[src/rtl/tx_controller.sv]
`default_nettype none
// ----------------------------------------------------------------------------
// tx_controller : UART transmitter, start + 8 data bits LSB first + optional
//                 parity + 1/2 stop bits, valid/ready byte intake.  Rev 1.0
// ----------------------------------------------------------------------------
module tx_controller #(
  parameter int CLK_FREQ   = 100_000_000,
  parameter int BAUD_RATE  = 9600,
  parameter int PARITY_EN  = 0,
  parameter int PARITY_ODD = 0,
  parameter int STOP_BITS  = 1
) (
  input  logic       clk,
  input  logic       reset_n,
  input  logic       i_valid,
  input  logic [7:0] i_byte,
  output logic       o_ready,
  output logic       o_data,
  output logic       o_busy,
  output logic       o_done
);

  localparam int BIT_PERIOD = CLK_FREQ / BAUD_RATE;
  localparam int CNT_W      = (BIT_PERIOD > 2) ? $clog2(BIT_PERIOD) : 1;

  localparam logic [CNT_W-1:0] CNT_MAX   = CNT_W'(BIT_PERIOD - 1);
  localparam logic [2:0]       STOP_LAST = 3'(STOP_BITS - 1);
  localparam logic             PAR_EN    = (PARITY_EN != 0);
  localparam logic             PAR_ODD   = (PARITY_ODD != 0);

  typedef enum logic [2:0] {
    TX_IDLE   = 3'd0,
    TX_START  = 3'd1,
    TX_DATA   = 3'd2,
    TX_PARITY = 3'd3,
    TX_STOP   = 3'd4
  } tx_state_e;

  tx_state_e        state_q, state_d;
  logic [CNT_W-1:0] cnt_q, cnt_d;
  logic [2:0]       idx_q, idx_d;
  logic [7:0]       shift_q, shift_d;
  logic             parity_q, parity_d;
  logic             data_q, data_d;
  logic             done_q, done_d;
  logic             bit_end;

  assign bit_end = (cnt_q == CNT_MAX);

  always_comb begin
    state_d  = state_q;
    cnt_d    = cnt_q;
    idx_d    = idx_q;
    shift_d  = shift_q;
    parity_d = parity_q;
    done_d   = 1'b0;

    case (state_q)
      TX_IDLE: begin
        if (i_valid) begin
          shift_d  = i_byte;
          parity_d = (^i_byte) ^ PAR_ODD;
          cnt_d    = '0;
          idx_d    = '0;
          state_d  = TX_START;
        end
      end

      TX_START: begin
        if (bit_end) begin
          cnt_d   = '0;
          idx_d   = '0;
          state_d = TX_DATA;
        end else begin
          cnt_d = cnt_q + CNT_W'(1);
        end
      end

      TX_DATA: begin
        if (bit_end) begin
          cnt_d   = '0;
          // The byte shifts right so the current data bit is always shift_q[0].
          shift_d = {1'b0, shift_q[7:1]};
          if (idx_q == 3'd7) begin
            idx_d   = '0;
            state_d = PAR_EN ? TX_PARITY : TX_STOP;
          end else begin
            idx_d = idx_q + 3'd1;
          end
        end else begin
          cnt_d = cnt_q + CNT_W'(1);
        end
      end

      TX_PARITY: begin
        if (bit_end) begin
          cnt_d   = '0;
          idx_d   = '0;
          state_d = TX_STOP;
        end else begin
          cnt_d = cnt_q + CNT_W'(1);
        end
      end

      TX_STOP: begin
        if (bit_end) begin
          cnt_d = '0;
          if (idx_q == STOP_LAST) begin
            idx_d   = '0;
            done_d  = 1'b1;
            state_d = TX_IDLE;
          end else begin
            idx_d = idx_q + 3'd1;
          end
        end else begin
          cnt_d = cnt_q + CNT_W'(1);
        end
      end

      default: begin
        cnt_d   = '0;
        idx_d   = '0;
        state_d = TX_IDLE;
      end
    endcase
  end

  // Line level is derived from the next state so the registered output
  // changes on the same edge as the state.
  always_comb begin
    data_d = 1'b1;
    case (state_d)
      TX_START:  data_d = 1'b0;
      TX_DATA:   data_d = shift_d[0];
      TX_PARITY: data_d = parity_d;
      default:   data_d = 1'b1;
    endcase
  end

  always_ff @(posedge clk or negedge reset_n) begin
    if (!reset_n) begin
      state_q  <= TX_IDLE;
      cnt_q    <= '0;
      idx_q    <= '0;
      shift_q  <= '0;
      parity_q <= 1'b0;
      data_q   <= 1'b1;
      done_q   <= 1'b0;
    end else begin
      state_q  <= state_d;
      cnt_q    <= cnt_d;
      idx_q    <= idx_d;
      shift_q  <= shift_d;
      parity_q <= parity_d;
      data_q   <= data_d;
      done_q   <= done_d;
    end
  end

  assign o_ready = (state_q == TX_IDLE);
  assign o_busy  = (state_q != TX_IDLE);
  assign o_data  = data_q;
  assign o_done  = done_q;

endmodule
`default_nettype wire
[config.mk]
export PLATFORM = sky130hd
export DESIGN_NAME = tx_controller
export DESIGN_NICKNAME = d
export VERILOG_FILES = /design/src/rtl/tx_controller.sv
export SDC_FILE = /design/constraint.sdc
export NUM_CORES = 1
export LEC_CHECK = 0
export CAP_MARGIN = 10
export CORE_ASPECT_RATIO = 1.2
export CORE_MARGIN = 4
export CORE_UTILIZATION = 51
export CTS_CLUSTER_SIZE = 14
export DETAILED_ROUTE_END_ITERATION = 12
export GPL_ROUTABILITY_DRIVEN = 1
export PLACE_DENSITY = 0.79
export REMOVE_ABC_BUFFERS = 1
export SLEW_MARGIN = 40
export SYNTH_ARGS = -nofsm -noshare
export SYNTH_HDL_FRONTEND = slang
export SYNTH_SLANG_ARGS = --single-unit
export TNS_END_PERCENT = 100
[constraint.sdc]
create_clock -name clk -period 2.2 [get_ports clk]
set_input_delay 0.22 -clock clk [delete_from_list [all_inputs] [get_ports clk]]
set_output_delay 0.22 -clock clk [all_outputs]
set_load 0.03 [all_outputs]
# Word-level counts from Yosys, hierarchy flattened
# Index checks and enable logic that the tools add are counted.
# op_classes
n_bitwise	0
n_div	0
magnitude_cmp	0
shifts	0
n_mul	0
mux	27
n_eq_ne	13
reduce_logical	9
add_sub_neg	2
# op_table
operator	count
$mux W3	13
$mux W14	2
$pmux W14 S2	1
$mux W8	2
$pmux W8 S2	1
$pmux W3 S5	1
$add A14 B1 Y14 const B	1
$eq A14 B14 Y1 const B	1
$eq A3 B2 Y1 const B	4
$pmux W3 S4	1
$reduce_xor A8 Y1	1
$eq A3 B1 Y1 const B	2
$eq A3 B3 Y1 const B	2
$logic_not A3 Y1	2
$ne A2 B2 Y1 const B	3
$mux W1	5
$reduce_and A4 Y1	1
$reduce_or A4 Y1	1
$add A3 B1 Y3 const B	1
$pmux W1 S3	1
$reduce_and A3 Y1	1
$reduce_bool A3 Y1	1
$ne A2 B1 Y1 const B	1
$reduce_bool A2 Y1	1
$reduce_or A2 Y1	1
# totals
wordCells	59
mem_count	0
romBits	0
latch_bits	0
ram_bits	0
reg_bits	31

# Longest topological paths before layout
# Gate-level depths: netlist (run 1).
# logic_depth
word_depth	6
ltp_mapped	8
ltp_nobuf	7

# Least setup slack after synthesis (run 1)
# No wires, ideal clock.
# synth_timing
path_type	register -> register
from	register state_q[2]
to	register data_q, in the netlist o_data
t_required_ns	2.113
path_stages_with_launch	9
period_less_slack_ns	2.234
slack_ns	-0.034
arrival_ns	2.146
path_cell_list	dfrtp_1 clkbuf_1 or3_1 clkbuf_1 inv_1 and3_1 a221o_1 a211oi_2 o21ai_1
# synth_via
word_cells_on_any_way	19
cone_classes	7 x eq/ne; 11 x mux; 1 x reduce/logical
# synth_lines
item	line_no	source
start: declaration	39	tx_state_e state_q, state_d;
start signal: assignment	150	state_q <= state_d;
$logic_not A3 Y1	--	
named net o_ready	17	output logic o_ready,
$pmux W8 S2	58	case (state_q)
named net shift_d[0]	42	logic [7:0] shift_q, shift_d;
$pmux W1 S3	132	case (state_d)
named net data_d	44	logic data_q, data_d;
end signal: assignment	155	data_q <= data_d;
end: declaration	44	
# The timed path passes the listed nets, and every way through them passes these cells.
# A chain may end at the register's enable or synchronous reset.

# Worst setup path after layout (run 1)
# layout_timing
from	register cnt_q[4]
to	register cnt_q[9]
# layout_via
elab_chain_len	3
word_cells_on_any_way	4
cone_classes	1 x add/sub; 1 x eq/ne; 2 x mux
# layout_lines
item	line_no	source
start: declaration	40	logic [CNT_W-1:0] cnt_q, cnt_d;
start signal: assignment	151	cnt_q <= cnt_d;
$add A14 B1 Y14 / $eq A14 B14 Y1 (equally long branches)	--	
$mux W14 *	--	
$pmux W14 S2 *	58	
# Mark *: on every way between the ends. The rest lies on a longest branch, timed or not.

==> results.sh, run 1 <==
export IMPL_p_comb_share_pct=5.9
export IMPL_netlist_area_sq_um=1669
export IMPL_clk_pin_slew_ns=0.11
export IMPL_pin_count=15
export IMPL_power_switching_mw=0.2309
export IMPL_grt_pass1_vias=1397
export IMPL_antenna_left=0
export IMPL_synth_warnings=0
export IMPL_placed_cells=231
export IMPL_initial_utilization_pct=53.66
export IMPL_grt_max_degree=32
export IMPL_layout_common_cells="dfrtp_1, nand2_1, o21ai_0"
export IMPL_fin_nets=217
export IMPL_r2r_cells=7
export IMPL_rr_startpoint="cnt_q[4]"
export IMPL_maxCapViolCount=0
export IMPL_fillers=268
export IMPL_setup_tns_ns=0
export IMPL_antenna_found_initial=0
export IMPL_switching_share_pct=20.73
export IMPL_grt_use_met1_pct=19.95
export IMPL_synth_flop_cell="dfrtp_1"
export IMPL_drc_errors=0
export IMPL_rows=22
export IMPL_gp_congestion=0.8737
export IMPL_cts_hold_buf=0
export IMPL_p_int_mw=0.8828
export IMPL_cts_root_buf="clkbuf_4"
export IMPL_arrival_ns=2.28
export IMPL_max_slew_margin_rel_pct=74.55
export IMPL_met3_usage_pct=5.292
export IMPL_top_usage_layer="met2"
export IMPL_min_period_over_period_pct=94.20
export IMPL_cts_buffers=5
export IMPL_die_h_um=70.67
export IMPL_setup_viol=0
export IMPL_ir_drop_uv=627.6
export IMPL_async_flop_share_pct=100.0
export IMPL_fmax_mhz=482.5
export IMPL_syn_area_per_cell_sq_um=9.273
export IMPL_routed_wl_um=3398
export IMPL_p_seq_share_pct=52.5
export IMPL_clock_path_buffers=2
export IMPL_pwr_share_clk_pct=41.6
export IMPL_path_class="reg -> reg"
export IMPL_multi_input_area_sq_um=827.0
export IMPL_layout_min_cycle_time_ns=2.072
export IMPL_ys_ff_latch=31
export IMPL_vias=1345
export IMPL_rsz0062_at_grt="no"
export IMPL_worst_setup_path_end_kind="flip-flop"
export IMPL_clock_sinks=31
export IMPL_final_max_slew_viol_count=0
export IMPL_worstPathRequired_ns=2.41
export IMPL_drt_initial_drc_count=66
export IMPL_port_buffers=14
export IMPL_skew_ns=0.01620
export IMPL_synth_edf_count=0
export IMPL_insertion_delay_ns=0.33
export IMPL_cts_htree_levels=2
export IMPL_p_total_mw=1.114
export IMPL_grt_ovfl_total=0
export IMPL_leakagePower_nw=0.9091
export IMPL_synth_cell_types=35
export IMPL_areaGrowthSynthToFinish_pct=19.04
export IMPL_cp_start_kind="flip-flop"
export IMPL_power_density_nw_per_um2=560.5
export IMPL_final_common_cell="dfrtp_1"
export IMPL_dp_hpwl_um=2512
export IMPL_met2_usage_pct=29.69
export IMPL_drive_above_1_share_pct=10.84
export IMPL_timing_rr_end="cnt_q[9]"
export IMPL_cts_tree="built"
export IMPL_status="completed"
export IMPL_firstDrtPassIters=4
export IMPL_min_path_type="in -> async"
export IMPL_hold_viol_final=0
export IMPL_coreArea_sq_um=3110
export IMPL_die_x_um=60.23
export IMPL_wl_per_cell_um=14.22
export IMPL_die_area_sq_um=4256
export IMPL_ys_seq_area_share_pct=46.55
export IMPL_ff_latch_area_sq_um=777.0
export IMPL_grt_util_all_layers_pct=17.69
export IMPL_worst_slew_pin_slew_ns=0.3818
export IMPL_regToRegSetupSlack_ns=0.13
export IMPL_synthCells=180
export IMPL_routed_via_density=5.628
export IMPL_cp_max_fo=19
export IMPL_grt_pass1_wl_um=5720
export IMPL_antennaDiodeCount=0
export IMPL_stdcell_count=239
-- cells in the mapped netlist (2+ instances only) --
cell type,n,area [sq um]
a21oi_1,3,15.01
a22oi_1,6,45.04
and2_1,3,18.77
and3_1,7,43.79
buf_2,3,15.01
clkbuf_1,4,15.01
dfrtp_1,30,750.7
ha_1,4,50.05
inv_1,10,37.54
nand2_1,24,90.09
nand2b_1,5,31.28
nand3_1,5,25.02
nand4_1,3,18.77
nor2_1,13,48.80
nor2b_1,3,18.77
o2111ai_1,2,17.52
o21ai_0,21,105.1
o31ai_1,4,30.03
xnor2_1,10,87.58
xor2_1,5,43.79
-- cell families after synthesis --
family	count (synthesis)	share of synthesized area (%)
simple gates	69	21.59
compound gates	44	16.94
flops	31	46.55
buf+inv	17	4.048
xor+xnor	15	7.871
fa+ha+maj	4	2.999
-- registers in the layout, summed over array words and instances, names as in the netlist --
name      cells
o_data        1
idx_q         3
shift_q       8
o_done        1
state_q       3
cnt_q        14
parity_q      1
-- critical path: stages, from the launching register on --
cell      delay (ns)
dfrtp_1         0.43
or4b_4          0.56
nor4_4          0.28
nand2b_1        0.21
buf_12          0.16
nor2b_1         0.05
o21ai_0         0.16
o31ai_1         0.11
-- worst max path at each step --
| stage | start | endpoint | slack (ns) | cells past startpoint |
|---|---|---|---|---|
| detailed placement | cnt_q[4] | idx_q[0] | 0.08 | 6 |
| CTS | state_q[1] | o_busy | 0.03 | 2 |
| floorplan | cnt_q[4] | idx_q[2] | -0.15 | 6 |
| finish | cnt_q[4] | cnt_q[9] | 0.13 | 7 |
| global route | cnt_q[4] | cnt_q[3] | 0.009 | 7 |
| global placement | cnt_q[4] | idx_q[2] | 0.16 | 6 |
-- cell type report --
cell class / instances / share of cell area (%)
well taps: 36 / 2.267
multi-input cells: 132 / 41.62
clock buffers: 6 / 2.582
clock inverters: 2 / 1.763
repair buffers: 22 / 10.77
flip-flops and latches: 31 / 39.11
inverters: 10 / 1.889
-- metal layers --
metal | vias to the layer above | share of wire [%]
met5 | - | 0
met4 | 0 | 1.6
met3 | 7 | 5.3
met2 | 30 | 51
met1 | 642 | 42
li1 | 666 | -
-- stage by stage --
| step | area (sq um) | util [%] | setup WS (ns) | hold WS [ns] |
|---|---|---|---|---|
| final | 1987 | 63.88 | 0.1276 | 0.2524 |
| after global routing | 1987 | 63.88 | 0.008548 | 0.2803 |
| after CTS | 1982 | 63.72 | 0.03368 | 0.2574 |
| after detailed placement | 1897 | 60.98 | 0.08379 | 0.4720 |
| after global placement | 1897 | 60.98 | 0.1607 | 0.4634 |
| after floorplan | 1639 | - | -0.1483 | -0.07559 |
-- timing repair --
| item | CTS | global route |
|---|---|---|
| resized for setup | 1 | 2 |
| endpoints found under the hold margin | 0 | 0 |
| setup endpoints to repair | 1 | 4 |
| setup buffers | 0 | 0 |
-- power by group through the flow --
| stage | sequential, mW | combinational [mW] | clock (mW) |
|---|---|---|---|
| floorplan | 0.594 | 0.0294 | 0 |
| global placement | 0.595 | 0.0660 | 0 |
| detailed placement | 0.596 | 0.0671 | 0 |
| CTS | 0.585 | 0.0675 | 0.480 |
| global route | 0.586 | 0.0758 | 0.500 |
| finish | 0.585 | 0.0658 | 0.463 |
Power figures use the tool's default switching activity.
==> run 2, diff against run 1 <==
--- a/config.mk
+++ b/config.mk
@@ -9,3 +9,3 @@
 export CORE_ASPECT_RATIO = 1.2
-export CORE_MARGIN = 4
+export CORE_MARGIN = 5
 export CORE_UTILIZATION = 51
--- a/constraint.sdc
+++ b/constraint.sdc
@@ -3,2 +3,2 @@
 set_output_delay 0.22 -clock clk [all_outputs]
-set_load 0.03 [all_outputs]
+set_load 0.02 [all_outputs]
==> results.sh, run 2 (synthesis results as in run 1) <==
export IMPL_status="completed"
export IMPL_placed_area_sq_um=1889
export IMPL_p_total_mw=0.9829
export IMPL_pre_cts_ws_ns=0.009148
export IMPL_hold_slack_ns=0.2748
export IMPL_worstPathRequired_ns=1.98
export IMPL_fin_nets=216
export IMPL_setup_ws_ns=0.1182
export IMPL_clock_sinks=31
export IMPL_top_regs="cnt_q x14, shift_q x8"
export IMPL_largest_reg_flops=14
export IMPL_antenna_found_initial=0
export IMPL_cts_tree="built"
export IMPL_gp_congestion=0.8563
export IMPL_rows=22
export IMPL_cp_start_kind="flip-flop"
export IMPL_cts_htree_levels=2
export IMPL_regMostFlops="cnt_q"
export IMPL_cts_buffers=5
export IMPL_grt_ovfl_total=0
export IMPL_grt_util_all_layers_pct=17.35
export IMPL_drive_above_1_share_pct=10.45
export IMPL_dp_hpwl_um=2568
export IMPL_clk_pin_slew_ns=0.09
export IMPL_p_seq_share_pct=59.5
export IMPL_top_usage_layer="met2"
export IMPL_power_switching_mw=0.2208
export IMPL_final_max_slew_viol_count=0
export IMPL_routed_wl_um=3448
export IMPL_ir_drop_uv=420.4
export IMPL_die_h_um=72.67
export IMPL_max_slew_margin_rel_pct=73.89
export IMPL_switching_share_pct=22.46
export IMPL_power_density_nw_per_um2=502.9
export IMPL_grt_max_degree=32
export IMPL_cts_hold_buf=0
export IMPL_drc_errors=0
export IMPL_slowest_delay_ns=0.58
export IMPL_crit_slowest_cell="clkdlybuf4s50_1"
export IMPL_min_period_over_period_pct=94.63
export IMPL_die_area_sq_um=4522
export IMPL_wl_per_cell_um=14.55
export IMPL_r2r_cells=7
export IMPL_met3_usage_pct=6.009
export IMPL_arrival_ns=1.86
export IMPL_fin_area_sq_um=1954
export IMPL_setup_viol=0
export IMPL_antennaDiodeCount=0
export IMPL_maxCapViolCount=0
export IMPL_pin_count=15
export IMPL_routed_via_density=5.823
export IMPL_postLayoutCoreUtil_pct=62.83
export IMPL_layout_common_cells="dfrtp_1, nand2_1, o21ai_0"
export IMPL_die_x_um=62.23
export IMPL_vias=1380
export IMPL_fillers=275
export IMPL_min_path_type="in -> async"
export IMPL_pwr_share_clk_pct=33.7
export IMPL_final_common_cell="dfrtp_1"
export IMPL_grt_pass1_vias=1437
export IMPL_clock_path_buffers=2
export IMPL_cts_root_buf="clkbuf_4"
export IMPL_worst_setup_path_end_kind="output port"
export IMPL_areaGrowthSynthToFinish_pct=17.09
export IMPL_port_buffers=14
export IMPL_cp_max_fo=7
export IMPL_drt_initial_drc_count=71
export IMPL_insertion_delay_ns=0.32
export IMPL_skew_ns=0.006260
export IMPL_path_class="reg -> out"
export IMPL_worst_slew_pin_slew_ns=0.3916
export IMPL_layout_min_cycle_time_ns=2.082
export IMPL_firstDrtPassIters=4
export IMPL_antenna_left=0
export IMPL_p_int_mw=0.7621
export IMPL_critical_path_cell_chain="or3_1 > clkdlybuf4s50_1"
export IMPL_fmax_mhz=480.4
export IMPL_initial_utilization_pct=53.66
export IMPL_hold_viol_final=0
export IMPL_leakagePower_nw=0.8911
export IMPL_grt_use_met1_pct=18.75
export IMPL_met2_usage_pct=31.45
export IMPL_grt_pass1_wl_um=6292
export IMPL_coreArea_sq_um=3110
export IMPL_p_comb_share_pct=6.8
-- run 2: final cells by class --
class                      count  area, sq um  share of cell area, %
inverter                      10        37.54                  1.921
multi-input combinational    132        834.6                  42.70
clock inverter                 1        5.005                 0.2561
timing repair buffer          21        203.9                  10.44
sequential                    31        777.0                  39.76
tap                           36        45.04                  2.305
clock buffer                   6        51.30                  2.625
-- run 2: worst paths after layout --
check | startpoint | end | slack [ns]
worst min register to register | shift_q[2] | shift_q[2] | 0.49
worst min-delay path | reset_n | state_q[2] | 0.27
worst max-delay path | state_q[1] | o_busy | 0.12
max in group asynchronous | reset_n | o_data | 1.61
min in group clk | shift_q[2] | shift_q[2] | 0.49
worst max register to register | cnt_q[4] | cnt_q[3] | 0.17
-- run 2: timing repair --
item / in CTS / in global routing
resized for setup: 2 / 1
pin swaps: 0 / 1
setup endpoints to repair: 2 / 8
setup buffers: 0 / 0
-- run 2: worst max-delay path: cells and delay by family, from the launching register on --
kind	cells	cell delay, ns
AND/OR/NAND/NOR	1	0.49
flip-flops	1	0.47
buffers and inverters	1	0.58
-- run 2: metrics by stage --
stage | cells | TNS [ns]
4_1_cts | 237 | 0
5_1_grt | 237 | -0.002067
3_3_place_gp | 230 | 0
6_report | 237 | 0
2_1_floorplan | 173 | -0.4108
3_5_place_dp | 230 | 0
-- run 2: per-layer routing --
metal | vias to the layer above | routed length, um
met3 | 7 | 140
met1 | 675 | 1470
met5 | - | 0
li1 | 664 | -
met2 | 34 | 1777
met4 | 0 | 59
-- run 2: power groups by stage --
stage          clock [mW]  combinational, mW  sequential (mW)
2_1_floorplan           0             0.0294            0.594
3_3_place_gp            0             0.0660            0.595
3_5_place_dp            0             0.0684            0.596
4_1_cts             0.346             0.0691            0.585
5_1_grt             0.371             0.0752            0.586
6_report            0.331             0.0671            0.584
